File: src/rtl/keypad_scanner_pkg.sv
// Shared types, codes and key map for the 4x3 keypad scanner.
// Optional key_strobe output enabled by KEYPAD_STROBE_EN.
package keypad_pkg;

   localparam logic [3:0] NOKEY = 4'd10;

   typedef enum logic [1:0] {
      SCAN        = 2'd0,
      DEB_PRESS   = 2'd1,
      HELD        = 2'd2,
      DEB_RELEASE = 2'd3
   } state_t;

   // Indexed by row*3+col; '*' and '#' decode to NOKEY.
   localparam logic [3:0] KEY_MAP [0:11] = '{
      4'd1, 4'd2, 4'd3,
      4'd4, 4'd5, 4'd6,
      4'd7, 4'd8, 4'd9,
      NOKEY, 4'd0, NOKEY
   };

   function automatic logic [3:0] key_code(
      input logic [1:0] r,
      input logic [1:0] c
   );
      logic [3:0] idx;
      idx = {2'b00, r} * 4'd3 + {2'b00, c};
      return KEY_MAP[idx];
   endfunction

   function automatic logic one_low(input logic [3:0] r);
      return $countones(~r) == 1;
   endfunction

   function automatic logic [1:0] row_index(input logic [3:0] r);
      logic [1:0] idx;
      idx = 2'd3;
      unique case (1'b1)
         !r[0]:   idx = 2'd0;
         !r[1]:   idx = 2'd1;
         !r[2]:   idx = 2'd2;
         default: idx = 2'd3;
      endcase
      return idx;
   endfunction

   function automatic logic [1:0] col_index(input logic [2:0] c);
      logic [1:0] idx;
      idx = 2'd2;
      unique case (1'b1)
         !c[0]:   idx = 2'd0;
         !c[1]:   idx = 2'd1;
         default: idx = 2'd2;
      endcase
      return idx;
   endfunction

endpackage

File: src/rtl/keypad_scanner_if.sv
// Keypad pin and decoded-key bundle between scanner and its neighbours.
// key_strobe is present only when KEYPAD_STROBE_EN is defined.
interface keypad_scanner_if;

   logic [3:0] row;
   logic [2:0] col;
   logic [3:0] key;
`ifdef KEYPAD_STROBE_EN
   logic       key_strobe;

   modport master (input row, output col, output key, output key_strobe);
   modport slave  (output row, input col, input key, input key_strobe);
`else
   modport master (input row, output col, output key);
   modport slave  (output row, input col, input key);
`endif

endinterface

File: src/rtl/keypad_scanner_row_sync.sv
// Two-flop synchronizer for the asynchronous keypad rows.
// Resets to all-high so an idle keypad is seen immediately.
module keypad_row_sync (
   input  logic       clock,
   input  logic       reset,
   input  logic [3:0] row,
   output logic [3:0] row_s
);

   logic [3:0] meta;

   always_ff @(posedge clock or posedge reset) begin
      if (reset) begin
         meta  <= 4'hF;
         row_s <= 4'hF;
      end else begin
         meta  <= row;
         row_s <= meta;
      end
   end

endmodule

File: src/rtl/keypad_scanner.sv
// 4x3 matrix keypad scanner with press/release debounce.
// Define KEYPAD_STROBE_EN to add a one-clock key_strobe on each new digit.
module keypad_scanner
   import keypad_pkg::*;
#(
   parameter int unsigned DEBOUNCE_TICKS = 4
) (
   input  logic              clock,
   input  logic              reset,
   input  logic              scan_tick,
   keypad_scanner_if.master  bus
);

   localparam logic [3:0] DEB = 4'(DEBOUNCE_TICKS);

   logic [3:0] row_s;
   state_t     state;
   logic [3:0] count;
   logic [1:0] lat_row;
   logic [1:0] lat_col;
   logic [2:0] col;
   logic [3:0] key;
   logic [3:0] count_next;
   logic [3:0] pattern;
   logic [3:0] code;
`ifdef KEYPAD_STROBE_EN
   logic       strobe;
`endif

   keypad_row_sync u_sync (
      .clock (clock),
      .reset (reset),
      .row   (bus.row),
      .row_s (row_s)
   );

   assign count_next = count + 4'd1;
   assign pattern    = ~(4'b0001 << lat_row);
   assign code       = key_code(lat_row, lat_col);

   always_ff @(posedge clock or posedge reset) begin
      if (reset) begin
         state   <= SCAN;
         count   <= 4'd0;
         lat_row <= 2'd0;
         lat_col <= 2'd0;
         col     <= 3'b110;
         key     <= NOKEY;
`ifdef KEYPAD_STROBE_EN
         strobe  <= 1'b0;
`endif
      end else begin
`ifdef KEYPAD_STROBE_EN
         strobe <= 1'b0;
`endif
         if (scan_tick) begin
            unique case (state)
               SCAN: begin
                  if (row_s != 4'hF && one_low(row_s)) begin
                     lat_row <= row_index(row_s);
                     lat_col <= col_index(col);
                     count   <= 4'd1;
                     state   <= DEB_PRESS;
                  end else begin
                     col <= {col[1:0], col[2]};
                  end
               end
               DEB_PRESS: begin
                  if (row_s == pattern) begin
                     count <= count_next;
                     if (count_next == DEB) begin
                        state <= HELD;
                        key   <= code;
`ifdef KEYPAD_STROBE_EN
                        strobe <= (code != NOKEY);
`endif
                     end
                  end else begin
                     // col stays put; rotation resumes next tick
                     count <= 4'd0;
                     state <= SCAN;
                  end
               end
               HELD: begin
                  if (row_s == 4'hF) begin
                     count <= 4'd1;
                     state <= DEB_RELEASE;
                  end
               end
               DEB_RELEASE: begin
                  if (row_s == 4'hF) begin
                     count <= count_next;
                     if (count_next == DEB) begin
                        count <= 4'd0;
                        key   <= NOKEY;
                        state <= SCAN;
                     end
                  end else begin
                     count <= 4'd0;
                     state <= HELD;
                  end
               end
            endcase
         end
      end
   end

   assign bus.col = col;
   assign bus.key = key;
`ifdef KEYPAD_STROBE_EN
   assign bus.key_strobe = strobe;
`endif

endmodule
File: src/flat_wrapper.sv
// flat-port wrapper written by rule: the top's interface ports become plain ports
module keypad_scanner_flat import keypad_pkg::*;
#(
   parameter int unsigned DEBOUNCE_TICKS = 4
)
  (clock, reset, scan_tick, bus_row, bus_col, bus_key);
  keypad_scanner_if bus_i ();
  input  logic clock;
  input  logic reset;
  input  logic scan_tick;
  input wire logic [$bits(bus_i.row)-1:0] bus_row;
  output wire logic [$bits(bus_i.col)-1:0] bus_col;
  output wire logic [$bits(bus_i.key)-1:0] bus_key;
  assign bus_i.row = bus_row;
  assign bus_col = bus_i.col;
  assign bus_key = bus_i.key;
  keypad_scanner #(.DEBOUNCE_TICKS(DEBOUNCE_TICKS)) u_core (.clock(clock), .reset(reset), .scan_tick(scan_tick), .bus(bus_i));
endmodule
File: config.mk
export PLATFORM = sky130hd
export DESIGN_NAME = keypad_scanner_flat
export DESIGN_NICKNAME = d
export VERILOG_FILES = /design/src/rtl/keypad_scanner_pkg.sv /design/src/rtl/keypad_scanner_if.sv /design/src/rtl/keypad_scanner_row_sync.sv /design/src/rtl/keypad_scanner.sv /design/src/flat_wrapper.sv
export SDC_FILE = /design/constraint.sdc
export NUM_CORES = 1
export LEC_CHECK = 0
export ABC_AREA = 0
export ABC_CLOCK_PERIOD_IN_PS = 3780
export CAP_MARGIN = 25
export CELL_PAD_IN_SITES_DETAIL_PLACEMENT = 0
export CELL_PAD_IN_SITES_GLOBAL_PLACEMENT = 2
export CORE_MARGIN = 2
export CORE_UTILIZATION = 37
export DETAILED_ROUTE_END_ITERATION = 6
export PLACE_DENSITY_LB_ADDON = 0.15
export SLEW_MARGIN = 20
export SYNTH_ARGS = -nofsm -noshare
export SYNTH_HDL_FRONTEND = slang
export SYNTH_SLANG_ARGS = --single-unit
File: constraint.sdc
create_clock -name clock -period 3.78 [get_ports clock]
set_input_delay 1.134 -clock clock [delete_from_list [all_inputs] [get_ports clock]]
set_output_delay 1.134 -clock clock [all_outputs]
set_load 0.01 [all_outputs]
== Yosys cells after proc, flatten, opt, wreduce, memory -nomap -nowiden ==
Memories as Yosys holds them, arrays and structs flattened.
Cells that the tools add are included.

* Register bits after elaboration: 25
* Memory bits (read-only): 64
* Input bits: 7
* Output and inout port bits: 7
* Word-level logic and storage cells: 72
* Memories kept: 1

{| class="wikitable"
|+ Memory list
! memory !! words !! width !! rd ports !! clocked after Yosys merged registers in !! wr ports !! RTL line !! text
|-
| (name not given) || 16 || 4 || 1 || 0 || 0 || keypad_scanner_pkg.sv:28 || <nowiki>return KEY_MAP[idx];</nowiki>
|}

* $add $sub $neg: 5
* $mul: 1
* Order comparisons: 1
* Equal/unequal tests: 16
* Shifts and indexed selects: 1
* Multiplexer cells: 22
* Bitwise gates (word level): 4
* Reductions and logical operators: 13

{| class="wikitable"
|+ Operators with widths
! cell !! count
|-
| $mux 4 || 11
|-
| $add 32x32->32 || 1
|-
| $eq 32x2->1 const B || 1
|-
| $pmux 4 s4 || 1
|-
| $mux 2 || 6
|-
| $ne 2x1->1 const B || 6
|-
| $reduce_and 3->1 || 3
|-
| $not 4->4 || 2
|-
| $pmux 2 s4 || 1
|-
| $pmux 4 s2 || 1
|-
| $pmux 2 s3 || 1
|-
| $reduce_and 6->1 || 1
|-
| $ge 5x5->1 const B || 1
|-
| $logic_not 1->1 || 5
|-
| $not 4->5 || 1
|-
| $reduce_and 5->1 || 1
|-
| $add 1x1->2 || 2
|-
| $add 4x1->4 const B || 1
|-
| $add 4x2->4 || 1
|-
| $eq 2x2->1 const B || 2
|-
| $eq 4x3->1 const B || 1
|-
| $eq 4x4->1 || 1
|-
| $eq 4x4->1 const B || 1
|-
| $mul 2x2->4 const B || 1
|-
| other kinds (10) || 10
|}

== Longest topological paths before layout ==
Gate-level depths: netlist of run 1.

* Depth after elaboration: 9
* Depth in mapped cells: 9
* Gate-level depth less buffers: 9

== Hierarchy ==
Synthesis of run 1 repeated with hierarchy kept, for this count alone.

* Cells, all modules: 132
* Area total of the unflattened synthesis: 1,471.4 um2

{| class="wikitable"
|+ By module, submodules not included
! module !! instances !! cells an instance !! area an instance (um2) !! sequential area each (um2)
|-
| keypad_scanner || 1 || 123 || 1,257.5 || 430.4
|-
| keypad_row_sync || 1 || 9 || 214.0 || 210.2
|}

== Worst setup path before layout of run 1 ==
Ideal clock, no wire load.

* Path kind: reg-to-reg
* Start point: register u_core.u_sync.row_s[0]
* End point: register u_core.state[1]
* Library setup time: 122 ps
* Arrival time: 2,658 ps
* Required time: 3,658 ps
* Slack: 1,001 ps
* Stages on the path, launching flop included: 10
* Path buffers: 0
* Clock period less this slack: 2,779 ps
* Cells stage by stage: dfstp_2 inv_1 ha_1 ha_1 fa_1 or3b_1 o311a_1 nor2_1 nand3_1 a32o_1

* Cells in the longest elaborated chain, start to end: 7
* Elaborated cells between the ends (all ways): 16
* Classes of those cells: 2 x add/sub; 8 x eq/ne; 3 x mux; 1 x bitwise; 2 x reduce/logical

{| class="wikitable"
|+ Ends and longest elaborated chain
! what !! RTL line !! text
|-
| from (decl) || keypad_scanner_row_sync.sv:7 || <nowiki>output logic [3:0] row_s</nowiki>
|-
| from (signal assigned) || keypad_scanner_row_sync.sv:18 || <nowiki>row_s <= meta;</nowiki>
|-
| $not 4->4 || keypad_scanner_pkg.sv:32 || <nowiki>return $countones(~r) == 1;</nowiki>
|-
| $add 1x1->2 (implied by the code) || keypad_scanner_pkg.sv:32 ||
|-
| $add 32x32->32 (implied by the code) || keypad_scanner_pkg.sv:32 ||
|-
| $eq 32x2->1 || keypad_scanner_pkg.sv:32 ||
|-
| $logic_and 1x1->1 || keypad_scanner.sv:59 || <nowiki>if (row_s != 4'hF && one_low(row_s)) begin</nowiki>
|-
| $ne 2x1->1 (no source line) || - ||
|-
| $reduce_and 5->1 (no source line) || - ||
|-
| to (signal assigned) || keypad_scanner.sv:63 || <nowiki>state <= DEB_PRESS;</nowiki>
|-
| to (signal assigned) || keypad_scanner.sv:72 || <nowiki>state <= HELD;</nowiki>
|-
| to (signal assigned) || keypad_scanner.sv:81 || <nowiki>state <= SCAN;</nowiki>
|-
| to (decl) || keypad_scanner.sv:17 || <nowiki>state_t state;</nowiki>
|}

Parallel ways exist; a longest one is shown, timed or not.
A chain may end at the register's enable or synchronous reset.

== Worst setup path after layout of run 1 ==
Ends and elaborated chain as after synthesis.

==> results.sh, run 1 <==
export IMPL_rows=22
export IMPL_syn_avg_cell_area_sq_um=11.29
export IMPL_grt_max_degree=26
export IMPL_fin_total_pwr_mw=1.007
export IMPL_finClkSkew_ps=4.240
export IMPL_met2_usage=0.2116
export IMPL_layout_common_cells="17 x ha_1, 13 x inv_1, 13 x clkdlybuf4s50_1, 13 x dfrtp_1, 12 x dfstp_2"
export IMPL_use_met1=0.1658
export IMPL_dp_cells=191
export IMPL_yosysWarnings=0
export IMPL_synth_seq_cells=25
export IMPL_cts_sinks=25
export IMPL_syn2layout_area_growth_pct=16.41
export IMPL_synthFlopType="dfrtp_1"
export IMPL_dr_total_vias=973
export IMPL_hold_end="u_core.u_sync.row_s[2]$_DFF_PP1_"
export IMPL_ctsResizeCount=0
export IMPL_placed_cell_area_sq_mm=0.001662
export IMPL_worst_pin_slew_ps=583.9
export IMPL_arrival_ps=3120
export IMPL_setup_viol=0
export IMPL_r2r_end="u_core.state[1]$_DFFE_PP0P_"
export IMPL_cp_buffers_inverters=1
export IMPL_first_global_vias=928
export IMPL_cp_max_fo=6
export IMPL_leakagePower_nw=0.7783
export IMPL_drv_cap=0
export IMPL_end_kind="flop"
export IMPL_outcome="finished, final reports clean"
export IMPL_period_share=0.7832
export IMPL_viasPerCell=4.964
export IMPL_slowest_delay_ps=590
export IMPL_synth_cell_types=41
export IMPL_busiest_layer="met2"
export IMPL_syn_inst=131
export IMPL_finalMaxSlewViolations=0
export IMPL_ir_drop_mv=0.2268
export IMPL_cts_max_level=1
export IMPL_setup_ws_ps=819.4
export IMPL_crit_family="adder cells"
export IMPL_hold_class="reg -> reg"
export IMPL_dieArea_sq_mm=0.004519
export IMPL_portBuffers=13
export IMPL_start_kind="flop"
export IMPL_setup_tns_ps=0
export IMPL_slew_headroom=0.6108
export IMPL_rr_worst_depth=9
export IMPL_grt_pass1_wl_mm=4.278
export IMPL_die_h_um=67.22
export IMPL_grt_remaining_overflow=0
export IMPL_clock_latency_ps=270
export IMPL_design_area_sq_mm=0.001722
export IMPL_r2r_slack_ps=820
export IMPL_max_clock_freq_mhz=337.8
export IMPL_powerDensity_mw_per_mm2=584.7
export IMPL_ioPinCount=14
export IMPL_final_common_cell="ha_1"
export IMPL_start_util=0.3951
export IMPL_synth_enable_flop_cells=0
export IMPL_hold_depth=0
export IMPL_min_period_ps=2961
export IMPL_first_iter_violations=24
export IMPL_antenna_found_initial=0
export IMPL_fin_cells=196
export IMPL_gp_congestion=0.7691
export IMPL_cts_inserted_buffers=3
export IMPL_synth_net_count=158
export IMPL_drive_gt1_frac=0.1622
export IMPL_nets=176
export IMPL_coreArea_sq_mm=0.003744
export IMPL_holdCritStartpoint="u_core.u_sync.meta[2]$_DFF_PP1_"
export IMPL_hold_violations=0
export IMPL_wire_per_inst_um=12.47
export IMPL_postCtsHoldBufs=0
export IMPL_firstDrtPassIters=4
export IMPL_ant_nets=0
export IMPL_detailedPlace_worstSlack_ps=823.1
export IMPL_r2r_start="u_core.u_sync.row_s[0]$_DFF_PP1_"
export IMPL_drc_errors=0
export IMPL_synthArstFlopShare=1.000
export IMPL_path_clk_slew_ps=90
export IMPL_rsz0062_at_grt="no"
export IMPL_drt_total_wl_mm=2.445
export IMPL_synth_area_sq_mm=0.001479
export IMPL_critPathSlowestCell="dfstp_2"
export IMPL_use_met3=0.02500
export IMPL_path_class="reg -> reg"
export IMPL_crit_top_cell="ha_1"
export IMPL_cts_setup_buffers=0
export IMPL_clock_path_buffers=2
export IMPL_dpl_hpwl_mm=1.951
export IMPL_cts_tree="built"
export IMPL_track_usage=0.1277
export IMPL_path_cells="inv_1, ha_1, ha_1, fa_1, or3b_1, o311a_1, nor2_1, nand3_1, a32o_1"
export IMPL_root_buffer="clkbuf_8"
export IMPL_die_w_um=67.22
export IMPL_yosysSeqAreaShare=0.4332
export IMPL_worstPathRequired_ps=3940
export IMPL_antenna_cells=0
-- cell usage after synthesis, types with 2 or more instances --
library cell | count | area, sq um
ha_1 | 17 | 212.7
dfrtp_1 | 13 | 325.3
inv_1 | 13 | 48.80
dfstp_2 | 12 | 315.3
nand2_1 | 10 | 37.54
nor2_1 | 8 | 30.03
a21oi_1 | 5 | 25.02
o21ai_0 | 5 | 25.02
mux2_2 | 4 | 45.04
nand2b_1 | 4 | 25.02
fa_1 | 3 | 60.06
mux2_1 | 3 | 33.78
a211oi_1 | 2 | 15.01
and2_1 | 2 | 12.51
mux2i_1 | 2 | 20.02
nand3_1 | 2 | 10.01
xnor2_1 | 2 | 17.52
-- sequential cells by signal (all words and copies together), names as in the netlist --
signal and count:
u_core.bus.key 4, u_core.lat_row 2, u_core.u_sync.row_s 4, u_core.lat_col 2
u_core.state 2, u_core.u_sync.meta 4, u_core.count 4, u_core.bus.col 3
-- metal layers --
layer	vias up	share of wire	routed length, um
li1	483	-	-
met1	467	0.47	1141
met2	19	0.48	1185
met3	4	0.034	83
met4	0	0.014	34
met5	-	0	0
-- per-stage QoR --
step	util	hold WS (ps)
6_report	0.4599	355.9
5_1_grt	0.4599	366.9
4_1_cts	0.4559	354.0
3_5_place_dp	0.4439	347.9
3_3_place_gp	0.4439	347.1
2_1_floorplan	-	345.2
-- worst max-delay path by stage --
stage / start / endpoint / slack (ps) / cells after the start
2_1_floorplan: u_core.u_sync.row_s[0]$_DFF_PP1_ / u_core.state[1]$_DFFE_PP0P_ / 1000 / 9
3_3_place_gp: u_core.u_sync.row_s[0]$_DFF_PP1_ / u_core.state[1]$_DFFE_PP0P_ / 910 / 9
3_5_place_dp: u_core.u_sync.row_s[0]$_DFF_PP1_ / u_core.state[1]$_DFFE_PP0P_ / 820 / 9
4_1_cts: u_core.u_sync.row_s[0]$_DFF_PP1_ / u_core.state[1]$_DFFE_PP0P_ / 800 / 9
5_1_grt: u_core.u_sync.row_s[0]$_DFF_PP1_ / u_core.state[1]$_DFFE_PP0P_ / 620 / 9
6_report: u_core.u_sync.row_s[0]$_DFF_PP1_ / u_core.state[1]$_DFFE_PP0P_ / 820 / 9
-- area by class of cell --
| class | instances | area, sq um |
|---|---|---|
| fillers | 380 | 2022 |
| multi-input cells | 92 | 782.0 |
| flip-flops and latches | 25 | 640.6 |
| repair buffers | 14 | 145.1 |
| well taps | 48 | 60.06 |
| inverters | 13 | 48.80 |
| clock buffers | 4 | 45.04 |
-- power by group --
group          leakage (nW)  total (mW)  switching, mW  internal [mW]
Clock                0.0228       0.159         0.0840         0.0754
Combinational         0.460       0.463          0.246          0.217
Sequential            0.296       0.384         0.0630          0.321
-- cells by family (layout without fill, tap and decap cells) --
group | Yosys count | after routing | synth area share
fa+ha+maj | 20 | 20 | 0.1844
mux | 9 | 9 | 0.06683
flops | 25 | 25 | 0.4332
buf+inv | 14 | 31 | 0.03808
simple gates | 34 | 34 | 0.1278
xor+xnor | 3 | 3 | 0.01777
compound gates | 26 | 26 | 0.1320
(Power assumes the default switching activity.)
==> run 2, diff against run 1 <==
ABC_CLOCK_PERIOD_IN_PS = 2400   (was 3780)
CORE_UTILIZATION = 34   (was 37)
clock period = 2.4 ns   (was 3.78 ns; I/O delays follow)
==> run 2 against run 1 <==
Compared with the run above: the flow now finishes with violations (setup timing); sequential share of layout area fell by 3.8 points; worst setup slack got worse by 1100 ps; non-clock buffer count rose by 15; worst hold slack improved by 3.2 ps; routed wire length rose by 13%; clock-buffer cell count fell by 1; combinational power rose by 88%; largest power group unchanged.
==> results.sh, run 2 (synthesis results as in run 1) <==
export IMPL_drc_errors=0
export IMPL_arrival_ps=2830
export IMPL_cts_inserted_buffers=3
export IMPL_gp_congestion=0.7782
export IMPL_cts_max_level=1
export IMPL_dr_total_vias=1047
export IMPL_fin_util=0.4688
export IMPL_cts_sinks=25
export IMPL_r2r_start="u_core.u_sync.row_s[1]$_DFF_PP1_"
export IMPL_die_w_um=69.95
export IMPL_period_share=1.110
export IMPL_ir_drop_mv=0.4495
export IMPL_use_met3=0.03463
export IMPL_worst_pin_slew_ps=543.0
export IMPL_busiest_layer="met2"
export IMPL_hold_class="reg -> reg"
export IMPL_cp_endpoint="u_core.state[1]$_DFFE_PP0P_"
export IMPL_dpl_hpwl_mm=2.170
export IMPL_r2r_end="u_core.state[1]$_DFFE_PP0P_"
export IMPL_start_kind="flop"
export IMPL_hold_violations=0
export IMPL_rsz0062_at_grt="yes"
export IMPL_postCtsHoldBufs=0
export IMPL_root_buffer="clkbuf_8"
export IMPL_timing_hold_ws_ps=359.1
export IMPL_syn2layout_area_growth_pct=29.53
export IMPL_max_clock_freq_mhz=375.5
export IMPL_path_class="reg -> reg"
export IMPL_clock_path_buffers=2
export IMPL_firstDrtPassIters=4
export IMPL_track_usage=0.1269
export IMPL_first_global_vias=1134
export IMPL_clock_latency_ps=270
export IMPL_slew_headroom=0.6363
export IMPL_end_kind="flop"
export IMPL_coreArea_sq_mm=0.004086
export IMPL_antenna_found_initial=0
export IMPL_first_iter_violations=26
export IMPL_fillCellCount=378
export IMPL_rr_worst_depth=9
export IMPL_portBuffers=13
export IMPL_finClkSkew_ps=0.7983
export IMPL_cp_max_fo=3
export IMPL_setup_ws_ps=-263.2
export IMPL_wire_per_inst_um=13.02
export IMPL_path_clk_slew_ps=90
export IMPL_rows=23
export IMPL_drt_total_wl_mm=2.773
export IMPL_ioPinCount=14
export IMPL_drv_cap=0
export IMPL_viasPerCell=4.915
export IMPL_die_h_um=69.95
export IMPL_layout_common_cells="15 x buf_4, 13 x ha_1, 13 x clkdlybuf4s50_1, 13 x dfrtp_1, 12 x dfstp_2"
export IMPL_final_common_cell="buf_4"
export IMPL_fin_total_pwr_mw=1.714
export IMPL_ant_nets=0
export IMPL_dieArea_sq_mm=0.004893
export IMPL_drive_gt1_frac=0.3436
export IMPL_antenna_cells=0
export IMPL_cts_tree="built"
export IMPL_outcome="finished, violations left"
export IMPL_grt_remaining_overflow=0
export IMPL_crit_start="u_core.u_sync.row_s[1]$_DFF_PP1_"
export IMPL_failed_checks="setup timing"
export IMPL_r2r_slack_ps=-260
export IMPL_setup_tns_ps=-1777
export IMPL_start_util=0.3619
export IMPL_grt_pass1_wl_mm=5.030
export IMPL_min_period_ps=2663
export IMPL_powerDensity_mw_per_mm2=894.8
export IMPL_nets=191
export IMPL_grt_max_degree=26
export IMPL_leakagePower_nw=0.8534
export IMPL_detailedPlace_worstSlack_ps=-266.6
export IMPL_setup_viol=13
export IMPL_use_met1=0.1484
export IMPL_worstPathRequired_ps=2560
export IMPL_finalMaxSlewViolations=0
export IMPL_met2_usage=0.2317
-- run 2: area by class of cell --
type                    count  area, sq um  share of cell area
inverters                  13        48.80             0.02547
multi-input cells          92        860.8              0.4494
clock inverters             1        7.507            0.003919
repair buffers             29        254.0              0.1326
flip-flops and latches     25        640.6              0.3344
clock buffers               3        41.29             0.02155
well taps                  50        62.56             0.03266
-- run 2: worst min-delay path by stage --
stage | start | endpoint | slack [ps] | depth (start not counted)
finish | u_core.u_sync.meta[1]$_DFF_PP1_ | u_core.u_sync.row_s[1]$_DFF_PP1_ | 360 | 0
global route | u_core.u_sync.meta[0]$_DFF_PP1_ | u_core.u_sync.row_s[0]$_DFF_PP1_ | 370 | 0
CTS | u_core.u_sync.meta[1]$_DFF_PP1_ | u_core.u_sync.row_s[1]$_DFF_PP1_ | 360 | 0
detailed placement | u_core.u_sync.meta[1]$_DFF_PP1_ | u_core.u_sync.row_s[1]$_DFF_PP1_ | 350 | 0
global placement | u_core.u_sync.meta[0]$_DFF_PP1_ | u_core.u_sync.row_s[0]$_DFF_PP1_ | 350 | 0
floorplan | u_core.u_sync.meta[0]$_DFF_PP1_ | u_core.u_sync.row_s[0]$_DFF_PP1_ | 350 | 0
-- run 2: timing repair --
| item | 4_1_cts | 5_1_grt |
|---|---|---|
| gates resized for setup | 4 | 7 |
| endpoints found under the setup margin | 14 | 14 |
| setup buffers | 1 | 2 |
| pin swaps | 5 | 2 |
-- run 2: through the flow --
stage | instances | instance area [sq um]
floorplan | 131 | 1516
global placement | 207 | 1807
detailed placement | 207 | 1807
CTS | 212 | 1878
global route | 213 | 1916
finish | 213 | 1916
-- run 2: metal layers --
metal / wire [um] / share of wire
met1: 1223 / 0.44
met3: 97 / 0.035
met5: 0 / 0
met4: 19 / 0.0069
met2: 1434 / 0.52
-- run 2: where the power goes --
| part | leakage [nW] | switching [mW] | internal (mW) |
|---|---|---|---|
| logic | 0.536 | 0.438 | 0.433 |
| clock network | 0.0217 | 0.137 | 0.118 |
| registers | 0.296 | 0.0827 | 0.506 |
| total | 0.853 | 0.658 | 1.06 |
-- run 2: worst max-delay path: stages, from the launching register on --
cell	delay [ps]
dfstp_2	550
inv_2	50
ha_4	240
ha_4	150
fa_1	430
or3b_4	390
o311a_4	320
nor2_1	130
nand3_1	80
a32o_1	220
==> run 3, diff against run 2 <==
TNS_END_PERCENT = 50   (was default)
==> run 3 against run 2 <==
Compared with the run above: the flow still finishes with violations (setup timing); sequential power hardly changed; die area unchanged; worst hold slack about the same; highest routed layer unchanged.
==> results.sh, run 3 (synthesis results as in run 1) <==
export IMPL_placed_cell_area_sq_mm=0.001807
export IMPL_crit_top_cell="ha_4"
export IMPL_first_global_vias=1134
export IMPL_setup_ws_ps=-242.2
export IMPL_drv_cap=0
export IMPL_crit_family="adder cells"
export IMPL_outcome="finished, violations left"
export IMPL_cts_inserted_buffers=3
export IMPL_r2r_start="u_core.u_sync.row_s[1]$_DFF_PP1_"
export IMPL_gp_congestion=0.7782
export IMPL_clock_latency_ps=270
export IMPL_dr_total_vias=1039
export IMPL_crit_start="u_core.u_sync.row_s[1]$_DFF_PP1_"
export IMPL_clock_path_buffers=2
export IMPL_start_kind="flop"
export IMPL_period_share=1.101
export IMPL_track_usage=0.1269
export IMPL_dp_cells=207
export IMPL_fin_util=0.4642
export IMPL_hold_class="reg -> reg"
export IMPL_arrival_ps=2810
export IMPL_fin_cells=211
export IMPL_die_w_um=69.95
export IMPL_powerDensity_mw_per_mm2=893.2
export IMPL_min_period_ps=2642
export IMPL_dieArea_sq_mm=0.004893
export IMPL_grt_max_degree=26
export IMPL_final_common_cell="ha_1"
export IMPL_cts_tree="built"
export IMPL_nets=189
export IMPL_firstDrtPassIters=4
export IMPL_syn2layout_area_growth_pct=28.26
export IMPL_ir_drop_mv=0.4429
export IMPL_slew_headroom=0.6039
export IMPL_rsz0062_at_grt="yes"
export IMPL_timing_hold_ws_ps=359.1
export IMPL_hold_violations=0
export IMPL_portBuffers=13
export IMPL_end_kind="flop"
export IMPL_failed_checks="setup timing"
export IMPL_viasPerCell=4.924
export IMPL_worstPathRequired_ps=2570
export IMPL_setup_viol=13
export IMPL_detailedPlace_worstSlack_ps=-266.6
export IMPL_first_iter_violations=21
export IMPL_cp_max_fo=3
export IMPL_design_area_sq_mm=0.001897
export IMPL_wire_per_inst_um=13.10
export IMPL_slowest_delay_ps=550
export IMPL_ioPinCount=14
export IMPL_drive_gt1_frac=0.3292
export IMPL_antenna_cells=0
export IMPL_drt_total_wl_mm=2.764
export IMPL_cts_max_level=1
export IMPL_layout_common_cells="14 x ha_1, 13 x clkdlybuf4s50_1, 13 x buf_4, 13 x dfrtp_1, 12 x dfstp_2"
export IMPL_leakagePower_nw=0.8444
export IMPL_root_buffer="clkbuf_8"
export IMPL_setup_tns_ps=-1336
export IMPL_critPathSlowestCell="dfstp_2"
export IMPL_fin_total_pwr_mw=1.694
export IMPL_coreArea_sq_mm=0.004086
export IMPL_holdCritStartpoint="u_core.u_sync.meta[1]$_DFF_PP1_"
export IMPL_path_cells="inv_2, ha_4, ha_4, fa_1, or3b_4, o311a_4, nor2_2, nand3_1, a32o_1"
export IMPL_cp_buffers_inverters=1
export IMPL_cts_sinks=25
export IMPL_finalMaxSlewViolations=0
export IMPL_path_clk_slew_ps=90
export IMPL_finClkSkew_ps=1.938
export IMPL_rows=23
export IMPL_drc_errors=0
export IMPL_start_util=0.3619
export IMPL_path_class="reg -> reg"
export IMPL_max_clock_freq_mhz=378.5
export IMPL_worst_pin_slew_ps=591.4
export IMPL_dpl_hpwl_mm=2.170
export IMPL_grt_remaining_overflow=0
export IMPL_ant_nets=0
export IMPL_die_h_um=69.95
export IMPL_grt_pass1_wl_mm=5.030
export IMPL_antenna_found_initial=0
[run 3: layer usage]
metal  vias up  share of wire  global-route usage
met5         -              0                   0
met4         0         0.0069             0.02564
met3         2          0.036             0.03463
met2        20           0.51              0.2317
met1       505           0.45              0.1484
li1        512              -                   -
[run 3: what timing repair did]
item	CTS	global route
hold buffers	0	0
resized for setup	3	7
setup buffers	1	0
pin swaps	5	0
endpoints found under the setup margin	14	14
hold endpoints to repair	0	0
[run 3: area by class of cell]
class	count	area [sq um]
flip-flops and latches	25	640.6
inverters	13	48.80
clock buffers	3	41.29
multi-input cells	92	857.1
repair buffers	27	239.0
fillers	380	2190
well taps	50	62.56
clock inverters	1	7.507
[run 3: worst register-to-register path: cells and delay by family (launching register included)]
kind / cells / cell delay (ps)
adders and majority gates: 3 / 820
DFF: 1 / 550
buffers and inverters: 1 / 50
and+or+nand+nor: 3 / 560
AOI/OAI and AO/OA: 2 / 550
[run 3: worst paths after layout]
path | end | slack (ps) | cells past startpoint
setup / recovery | u_core.state[1]$_DFFE_PP0P_ | -240 | 9
hold / removal | u_core.u_sync.row_s[1]$_DFF_PP1_ | 360 | 0
setup reg to reg | u_core.state[1]$_DFFE_PP0P_ | -240 | 9
hold reg to reg | u_core.u_sync.row_s[1]$_DFF_PP1_ | 360 | 0
max in group asynchronous | u_core.bus.key[3]$_DFFE_PP1P_ | 1330 | 3
min in group asynchronous | u_core.bus.col[0]$_DFFE_PP0P_ | 780 | 3
[run 3: power breakdown]
part	switching, mW	internal [mW]
clock network	0.139	0.118
registers	0.0808	0.506
logic	0.437	0.414
